## config.mk

```make
export PLATFORM = sky130hd
export DESIGN_NAME = sram_port_arbiter
export DESIGN_NICKNAME = d
export VERILOG_FILES = /design/src/rtl/sram_port_arbiter.sv
export SDC_FILE = /design/constraint.sdc
export NUM_CORES = 1
export LEC_CHECK = 0
export ABC_AREA = 0
export CAP_MARGIN = 30
export CORE_UTILIZATION = 29
export DETAILED_ROUTE_END_ITERATION = 10
export SYNTH_ARGS = -nofsm -noshare
export SYNTH_HDL_FRONTEND = slang
export SYNTH_SLANG_ARGS = --single-unit
export TNS_END_PERCENT = 1
```

## constraint.sdc

```tcl
create_clock -name clk -period 3.2 [get_ports clk]
set_clock_uncertainty 0.2 [all_clocks]
set_input_delay 0.32 -clock clk [delete_from_list [all_inputs] [get_ports clk]]
set_output_delay 0.32 -clock clk [all_outputs]
set_load 0.005 [all_outputs]
```

## src/rtl/sram_port_arbiter.sv

```systemverilog
// rtl/sram_port_arbiter.sv - round-robin arbiter sharing one SRAM controller port between IF and LS
//
// Purpose: two requesters (instruction fetch, load/store) share a single SRAM
// controller port. One transaction at a time: IDLE -> GRANT_x -> RESP -> IDLE.
// A grant that sees no mem_ack for TIMEOUT cycles is aborted with a zero result
// and an err pulse.
//
// Ports:
//   clk, rstn                     clock, asynchronous active-low reset
//   if_req/if_addr                instruction-fetch request (read-only)
//   if_rdata/if_ack               instruction-fetch response
//   ls_req/ls_we/ls_addr/
//   ls_wdata/ls_bmask             load/store request
//   ls_rdata/ls_ack               load/store response (rdata is 0 for writes)
//   mem_req/mem_we/mem_addr/
//   mem_wdata/mem_bmask           request to the SRAM controller
//   mem_rdata/mem_ack             response from the SRAM controller
//   stall                         pipeline freeze while any request is unserved
//   err                           one-cycle pulse on timeout abort

module sram_port_arbiter #(
  parameter int ADDR_W  = 18,
  parameter int DATA_W  = 32,
  parameter int TIMEOUT = 64
) (
  input  logic                  clk,
  input  logic                  rstn,

  input  logic                  if_req,
  input  logic [ADDR_W-1:0]     if_addr,
  output logic [DATA_W-1:0]     if_rdata,
  output logic                  if_ack,

  input  logic                  ls_req,
  input  logic                  ls_we,
  input  logic [ADDR_W-1:0]     ls_addr,
  input  logic [DATA_W-1:0]     ls_wdata,
  input  logic [DATA_W/8-1:0]   ls_bmask,
  output logic [DATA_W-1:0]     ls_rdata,
  output logic                  ls_ack,

  output logic                  mem_req,
  output logic                  mem_we,
  output logic [ADDR_W-1:0]     mem_addr,
  output logic [DATA_W-1:0]     mem_wdata,
  output logic [DATA_W/8-1:0]   mem_bmask,
  input  logic [DATA_W-1:0]     mem_rdata,
  input  logic                  mem_ack,

  output logic                  stall,
  output logic                  err
);

  typedef enum logic [1:0] {
    IDLE     = 2'd0,
    GRANT_IF = 2'd1,
    GRANT_LS = 2'd2,
    RESP     = 2'd3
  } state_t;

  localparam logic [7:0] CNT_LAST = 8'(TIMEOUT - 1);

  state_t                state;
  logic                  last_ls;   // 1: LS was granted most recently
  logic [7:0]            cnt;
  logic                  we_q;
  logic [ADDR_W-1:0]     addr_q;
  logic [DATA_W-1:0]     wdata_q;
  logic [DATA_W/8-1:0]   bmask_q;

  // IF wins a tie only when LS was served last.
  logic grant_if;
  logic grant_ls;
  logic timed_out;
  logic [DATA_W-1:0] result;

  assign grant_if  = if_req && (!ls_req || last_ls);
  assign grant_ls  = ls_req && !grant_if;
  // An ack in the final counted cycle takes priority over the abort.
  assign timed_out = !mem_ack && (cnt == CNT_LAST);
  assign result    = mem_ack ? mem_rdata : '0;

  assign mem_we    = we_q;
  assign mem_addr  = addr_q;
  assign mem_wdata = wdata_q;
  assign mem_bmask = bmask_q;

  assign stall = (if_req & ~if_ack) | (ls_req & ~ls_ack);

  always_ff @(posedge clk or negedge rstn) begin
    if (!rstn) begin
      state    <= IDLE;
      last_ls  <= 1'b0;
      cnt      <= '0;
      we_q     <= 1'b0;
      addr_q   <= '0;
      wdata_q  <= '0;
      bmask_q  <= '0;
      mem_req  <= 1'b0;
      if_ack   <= 1'b0;
      ls_ack   <= 1'b0;
      err      <= 1'b0;
      if_rdata <= '0;
      ls_rdata <= '0;
    end else begin
      if_ack <= 1'b0;
      ls_ack <= 1'b0;
      err    <= 1'b0;

      case (state)
        IDLE: begin
          if (grant_if) begin
            state   <= GRANT_IF;
            last_ls <= 1'b0;
            cnt     <= '0;
            we_q    <= 1'b0;
            addr_q  <= if_addr;
            wdata_q <= '0;
            bmask_q <= '1;
            mem_req <= 1'b1;
          end else if (grant_ls) begin
            state   <= GRANT_LS;
            last_ls <= 1'b1;
            cnt     <= '0;
            we_q    <= ls_we;
            addr_q  <= ls_addr;
            wdata_q <= ls_wdata;
            bmask_q <= ls_bmask;
            mem_req <= 1'b1;
          end
        end

        GRANT_IF, GRANT_LS: begin
          if (mem_ack || timed_out) begin
            state   <= RESP;
            mem_req <= 1'b0;
            err     <= timed_out;
            if (state == GRANT_IF) begin
              if_ack   <= 1'b1;
              if_rdata <= result;
            end else begin
              ls_ack   <= 1'b1;
              ls_rdata <= we_q ? '0 : result;
            end
          end else begin
            cnt <= cnt + 8'd1;
          end
        end

        RESP: begin
          state <= IDLE;
        end

        default: begin
          state   <= IDLE;
          mem_req <= 1'b0;
        end
      endcase
    end
  end

endmodule

```

; ---- After elaboration in Yosys (flattened, before gate mapping)
; Index checks and enable logic that the tools add are counted.
[totals]
ff_bits = 134
in_bits = 110
word_cells = 76
[classes]
n_addsub = 1
n_eq_ne = 7
n_reduce_logical = 18
n_mux = 31
bitwise = 6
[ops]
columns = operator, count
row1 = $mux 32, 4
row2 = $mux 18, 2
row3 = $mux 8, 3
row4 = $pmux 8 s2, 1
row5 = $mux 1, 14
row6 = $reduce_and 3->1, 4
row7 = $add 8x1->8 const B, 1
row8 = $eq 8x6->1 const B, 1
row9 = $mux 4, 2
row10 = $mux 2, 3
row11 = $pmux 2 s3, 1
row12 = $eq 2x2->1 const B, 2
row13 = $ne 2x2->1 const B, 2
row14 = $reduce_and 2->1, 2
row15 = $reduce_bool 2->1, 2
row16 = $logic_and 1x1->1, 3
row17 = $logic_not 1->1, 3
row18 = $ne 3x3->1 const B, 1
row19 = $not 1->1, 3
row20 = $and 1x1->1, 2
row21 = $eq 2x1->1 const B, 1
row22 = $logic_not 2->1, 1
row23 = $logic_or 1x1->1, 2
row24 = $pmux 1 s2, 1
row25 = 2 further kinds, 2

; ---- Logic depth before layout (Yosys ltp)
; Gate-level depths: netlist of the first run.
[depth]
word_depth = 8
depth_mapped = 8
ltp_nobuf = 6

; ---- Worst setup path before layout of the first run
; No wires, ideal clock.
[synth_path]
path_kind = register to register
start = reg state[0]
end = reg cnt[6]
setup_ns = 0.066
arrival_ns = 1.717
slack_ns = 1.217
required_time_ns = 2.934
path_buffers = 0
path_stages_with_launch = 7
cell_sequence = dfrtp_1 inv_1 ha_1 or2b_1 or3_1 nor4_1 a221o_1
[synth_between]
elab_chain_len = 4
word_cells_on_any_way = 9
cone_classes = eq/ne: 4 / mux: 1 / reduce/logical: 4
[synth_rtl]
columns = element, line
row1 = from (decl), 63  ; state_t state;
row2 = from (signal assigned), 92  ; state <= IDLE;
row3 = from (signal assigned), 113  ; state <= GRANT_IF;
row4 = from (signal assigned), 122  ; state <= GRANT_LS;
row5 = $eq 2x1->1 or $eq 2x2->1 (tied branches), 110  ; case (state)
row6 = $reduce_or 2->1, 110
row7 = $ne 2x2->1 (no line) or $reduce_bool 2->1 (tied branches), --
row8 = $reduce_and 3->1 (no line), --
row9 = to (signal assigned), 146  ; cnt <= cnt + 8'd1;
row10 = to (decl), 65  ; logic [7:0] cnt;
; Several ways; a longest one is shown, not always the timed one.
; A chain may end at the register's enable or synchronous reset.

; ---- Final worst setup path of the first run
[layout_path]
start = reg state[0]
end = reg ls_rdata[4]
[layout_between]
elab_chain_len = 3
word_cells_on_any_way = 5
cone_classes = eq/ne: 2 / bitwise: 1 / reduce/logical: 2
[layout_rtl]
columns = element, line
row1 = $eq 2x1->1 or $eq 2x2->1 (tied branches), "110, 138"
row2 = $reduce_or 2->1 or $not 1->1 (tied branches), --
row3 = $reduce_and 3->1 (no line) (*), --
row4 = to (signal assigned), 143  ; ls_rdata <= we_q ? '0 : result;
row5 = to (decl), 39  ; output logic [DATA_W-1:0] ls_rdata,
; Mark *: on every way between the ends. The rest lies on a longest branch, timed or not.

==> results.ini, run 1 <==
[cts]
cts_tree = yes
cts_buffer_depth = 2
clock-sinks = 134
cts_resized = 0
cts_buffers = 17
htreeDepth = 4
clk_pin_slew_ns = 0.06
cts-root-buf = clkbuf_16
clk_latency_ns = 0.41

[routing]
top_layer_used = met4
first_iter_violations = 148
wl_um = 14400
wl_met2_um = 6540
first_pass_iters = 4
wl_per_cell_um = 16.6
postRouteAntennaNets = 0
vias = 4178
drt-met1-wl_um = 6340
via_per_inst = 4.80
wl_met3_um = 1390
remaining_drc_errors = 0

[global_route]
grt_pass1_vias = 4253
overflow = 0
antenna_found_initial = 0
track_usage_pct = 15.7
grt_pass1_wl_um = 22300
grt_max_degree = 70

[sta]
slew_viol_final = 0
setup_viol = 0
holdWs_ns = 0.279
slew_headroom_pct = 41.6
fmax_mhz = 403
fin_crit_ns = 2.48
worstMarginPinSlew_ns = 0.873
hold_viol = 0
rsz0062_at_grt = no
fin_setup_tns_ns = 0
finalCritPeriodShare_pct = 77.5

[floorplanning]
core_um2 = 18000
rows = 49
num_io_pins = 234
die_y_um = 137
die_area_um2 = 18900
start_util_pct = 29.6
die_x_um = 137

[critical_path]
arrival_ns = 2.63
cp-end-kind = register
worstPathCellList = inv_1, ha_1, or2b_1, nor3b_4, buf_4, a22o_1
path_max_fanout = 18
crit_type = register to register
r2r_start = state[0]
max_stage_delay_ns = 0.55
cp.required_ns = 3.35
crit_slowest_cell = nor3b_4
start_kind = register
cp-startpoint = state[0]

[pwr]
power.share.switching_pct = 29.7
total_power_mw = 8.23
seq_power_share_pct = 34.7
clockPowerShare_pct = 25.5
internal-power_mw = 5.79
combPwrFrac_pct = 39.7
ir_drop_uv = 409
power.switching_mw = 2.44
power_per_cell_area_nw_per_um2 = 967
leakagePower_nw = 3.77

[synth]
synthTopCellsByArea = dfrtp_1, a22o_1, mux2i_1
yosys-top-cells-count = dfrtp_1, a22o_1, nand2_1
ys_ff_latch = 134
synth_cell_type_count = 43
synth-edff-count = 0
syn_avg_cell_area_um2 = 13.4
yosysMostFrequentCell = dfrtp_1
ys_async_sr_fraction_pct = 100
synthCells = 396
ys_warn_count = 0
synthFlopType = dfrtp_1
synth_fp_nets = 510
netlist_area_um2 = 5310
synth_top_area_share_pct = 63.1
synth_largest_area_cell = dfrtp_1
ys_seq_area_share_pct = 63.1

[place]
dp.cells = 837
gp_congestion = 0.749
port-buffer-count = 233
dp_hpwl_um = 10100

[layout]
syn2layout_area_growth_pct = 60.2
drive_gt1_share_pct = 7.96
fin_nets = 742
fillCellCount = 1587
post-route-util_pct = 47.4
diodes = 0
finalNonFillerCells = 870

[outcome]
outcome = completed

[flow_run]
cap_violations = 0

[hold_path]
min_path_type = input port to asynchronous set/reset pin

## logic make-up (layout without fill, tap and decap cells)
logic type,Yosys count,after routing,share of synthesized area (%)
buf+inv,37,282,3.79
fa+ha+maj,4,4,0.942
xor+xnor,1,1,0.165
compound gates,140,140,21.5
flops,134,134,63.1
mux,23,23,4.36
simple gates,57,57,6.12
## through the flow
| stage | cell area (um2) | worst slack, ns |
|---|---|---|
| 6_report | 8510 | 0.721 |
| 5_1_grt | 8510 | 0.544 |
| 4_1_cts | 8510 | 0.664 |
| 3_5_place_dp | 7860 | 0.691 |
| 3_3_place_gp | 7860 | 0.759 |
| 2_1_floorplan | 5310 | 1.22 |
## cell usage in the layout, fill, tap and decap left out, drive strengths merged, types with 3 or more instances in the layout
cell	synthesis	layout
a22o	95	95
and2b	3	3
and3	3	3
buf	18	8
bufinv	0	4
clkbuf	10	19
clkdlybuf4s50	0	232
clkinv	0	5
dfrtp	134	134
ha	4	4
inv	9	12
mux2i	22	22
nand2	28	28
nand3	7	7
nor3	4	4
o211ai	3	3
o21ai	24	24
o21bai	3	3
o22a	4	4
## area by class of cell
| cell class | count | area, um2 | share of cell area (%) |
|---|---|---|---|
| Sequential cell | 134 | 3350 | 39.4 |
| Timing Repair Buffer | 241 | 2420 | 28.4 |
| Multi-Input combinational cell | 225 | 1780 | 20.9 |
| Clock buffer | 19 | 443 | 5.20 |
| Tap cell | 229 | 287 | 3.37 |
| Clock inverter | 13 | 196 | 2.31 |
| Inverter | 9 | 33.8 | 0.397 |
## flip-flops by register name (all words and copies together), names as in the netlist, 2 cells and up
signal / flops
if_rdata: 32
ls_rdata: 32
mem_wdata: 32
mem_addr: 18
cnt: 8
mem_bmask: 4
state: 2
## power by group through the flow
stage | combinational, mW | sequential [mW] | clock (mW)
after detailed placement | 3.31 | 2.87 | 0
after floorplan | 1.44 | 2.87 | 0
after global routing | 3.58 | 2.96 | 2.25
after global placement | 3.25 | 2.87 | 0
final | 3.27 | 2.86 | 2.10
after CTS | 3.33 | 2.86 | 2.16
## timing repair
item                      CTS  global route
buffers inserted            0             0
hold buffers                1             0
hold endpoints to repair   68             0
## final timing paths
| path | cells past startpoint | slack (ns) | end |
|---|---|---|---|
| max in group asynchronous | 3 | 1.74 | mem_wdata[11] |
| hold / removal | 2 | 0.28 | if_rdata[1] |
| hold reg to reg | 1 | 0.28 | ls_rdata[30] |
| setup reg to reg | 6 | 0.72 | ls_rdata[4] |
| setup / recovery | 6 | 0.72 | ls_rdata[4] |
| min in group clk | 1 | 0.28 | ls_rdata[30] |
## layer usage
layer,vias to the layer above,global-route usage [%]
li1,1955,-
met1,2029,20.1
met2,181,23.7
met3,13,6.77
met4,0,5.13
met5,-,0
## worst max-delay path, delay by kind of cell (launching register included)
kind	cells	cell delay, ns
flip-flops	1	0.37
AO/OA/AOI/OAI	1	0.17
adder cells (fa/ha/maj)	1	0.40
AND/OR/NAND/NOR	2	0.86
buffers and inverters	2	0.42
Note: power is estimated with default switching activity, not from simulation.
==> run 2: changes to the inputs <==
Clock period 3.2 ns to 2.1 ns, I/O delays scaled along.
==> run 2 against run 1 <==
Net effect:
- count of clock-buffer cells in the layout shrank 1
- setup slack lost 0.64 ns
- utilization grew 1.1 points
- flip-flop and latch count is the same
- final cell count grew 2.3%
- sequential power grew 53%
- clock power grew 50%
- largest cell class unchanged
==> results.ini, run 2 (synthesis results as in run 1) <==
[routing]
first_iter_violations = 177  ; +20%
first_pass_iters = 6  ; +2
wl_um = 15000  ; +4.4%
remaining_drc_errors = 0  ; unchanged
wl_per_cell_um = 16.9  ; +2.0%
postRouteAntennaNets = 0  ; unchanged
via_per_inst = 4.82  ; +0.37%
vias = 4290  ; +2.7%

[pwr]
combPwrFrac_pct = 41.4  ; +1.7 points
total_power_mw = 12.8  ; +55%
power_per_cell_area_nw_per_um2 = 1470  ; +52%
power.switching_mw = 3.87  ; +59%
seq_power_share_pct = 34.1  ; -0.6 points
power.share.switching_pct = 30.2  ; +0.58 points
ir_drop_uv = 629  ; +54%
leakagePower_nw = 3.86  ; +2.4%
internal-power_mw = 8.93  ; +54%
clockPowerShare_pct = 24.5  ; -1.0 points

[floorplanning]
die_y_um = 137  ; unchanged
rows = 49  ; unchanged
start_util_pct = 29.6  ; unchanged
die_x_um = 137  ; unchanged
core_um2 = 18000  ; unchanged
die_area_um2 = 18900  ; unchanged
num_io_pins = 234  ; unchanged

[cts]
htreeDepth = 4  ; unchanged
cts_tree = yes
cts_buffer_depth = 2  ; unchanged
cts-root-buf = clkbuf_16
clk_pin_slew_ns = 0.06  ; about the same
post_cts_buffers = 0  ; unchanged
clock-sinks = 134  ; unchanged
clk_latency_ns = 0.41  ; about the same
cts_buffers = 17  ; unchanged

[global_route]
grt_max_degree = 54  ; -23%
grt_pass1_wl_um = 23100  ; +3.8%
track_usage_pct = 16.3  ; +0.62 points
antenna_found_initial = 0  ; unchanged
grt_pass1_vias = 4342  ; +2.1%
overflow = 0  ; unchanged

[sta]
setup_viol = 0  ; unchanged
fin_setup_tns_ns = 0  ; unchanged
fmax_mhz = 496
slew_viol_final = 0  ; unchanged
finalCritPeriodShare_pct = 95.9
fin_crit_ns = 2.01
setup_slack_ns = 0.0851  ; -0.636 ns
holdWs_ns = 0.136  ; -0.143 ns
slew_headroom_pct = 64.5  ; +23 points
rsz0062_at_grt = no
worstMarginPinSlew_ns = 0.533  ; -0.341 ns
hold_viol = 0  ; unchanged

[place]
dp_worst_setup_slack_ns = -0.0743  ; -0.765 ns
placed_cell_area_um2 = 8030  ; +2.1%
port-buffer-count = 233  ; unchanged
gp_congestion = 0.789  ; +5.4%
dp_hpwl_um = 10600  ; +5.0%
dp.cells = 856  ; +2.3%

[critical_path]
path_max_fanout = 4  ; -14
start_kind = input port
cp-end-kind = output port
cp.required_ns = 1.69  ; -1.66 ns
arrival_ns = 1.60  ; -1.03 ns
crit_type = input port to output port

[layout]
diodes = 0  ; unchanged
syn2layout_area_growth_pct = 64.0
layout_common_cells = clkdlybuf4s50_1, dfrtp_1, a22o_1, nand2_1
post-route-util_pct = 48.5  ; +1.1 points
fin_nets = 762  ; +2.7%
finalNonFillerCells = 890  ; +2.3%
drive_gt1_share_pct = 11.6  ; +3.7 points
postLayoutCellArea_um2 = 8710  ; +2.4%
final_common_cell = clkdlybuf4s50_1

[outcome]
outcome = completed

[hold_path]
min_path_type = input port to asynchronous set/reset pin

[flow_run]
cap_violations = 0  ; unchanged

run 2: layer usage:
layer  global-route usage [%]  part of all wire, %
met1                     20.8                   43
met2                     24.9                   47
met3                     6.11                  8.5
met4                     6.41                  1.4
met5                        0                    0
run 2: power groups by stage:
| stage | Clock [mW] | Combinational [mW] | Sequential, mW |
|---|---|---|---|
| 2_1_floorplan | 0 | 2.20 | 4.38 |
| 3_3_place_gp | 0 | 5.11 | 4.38 |
| 3_5_place_dp | 0 | 5.25 | 4.37 |
| 4_1_cts | 3.23 | 5.30 | 4.37 |
| 5_1_grt | 3.35 | 5.75 | 4.50 |
| 6_report | 3.14 | 5.30 | 4.37 |
run 2: cell type report:
type	instances	area [um2]
clock inverter	14	189
sequential	134	3350
timing repair buffer	260	2590
inverter	9	33.8
clock buffer	18	439
fill	1593	9250
multi-input combinational	226	1820
tap	229	287
run 2: worst paths after layout:
kind,endpoint,cells past startpoint,from,slack [ns]
max reg2reg,cnt[6],5,state[0],0.09
min in group clk,mem_wdata[15],2,ls_wdata[15],0.19
min reg2reg,mem_addr[3],2,mem_addr[3],0.28
min,if_rdata[3],2,rstn,0.14
max in group asynchronous,mem_addr[13],3,rstn,0.95
max,stall,4,if_req,0.09
run 2: worst max-delay path: stages:
cell and delay (ns):
clkdlybuf4s50_1 0.58, inv_1 0.08, o22ai_1 0.17, clkdlybuf4s50_1 0.57
run 2: timing repair:
action                                 in CTS  in global routing
cloned                                      0                  1
resized for setup                           2                  5
hold buffers                                1                  0
pin swaps                                  16                  2
endpoints found under the hold margin     119                  0
setup endpoints to repair                  33                 36
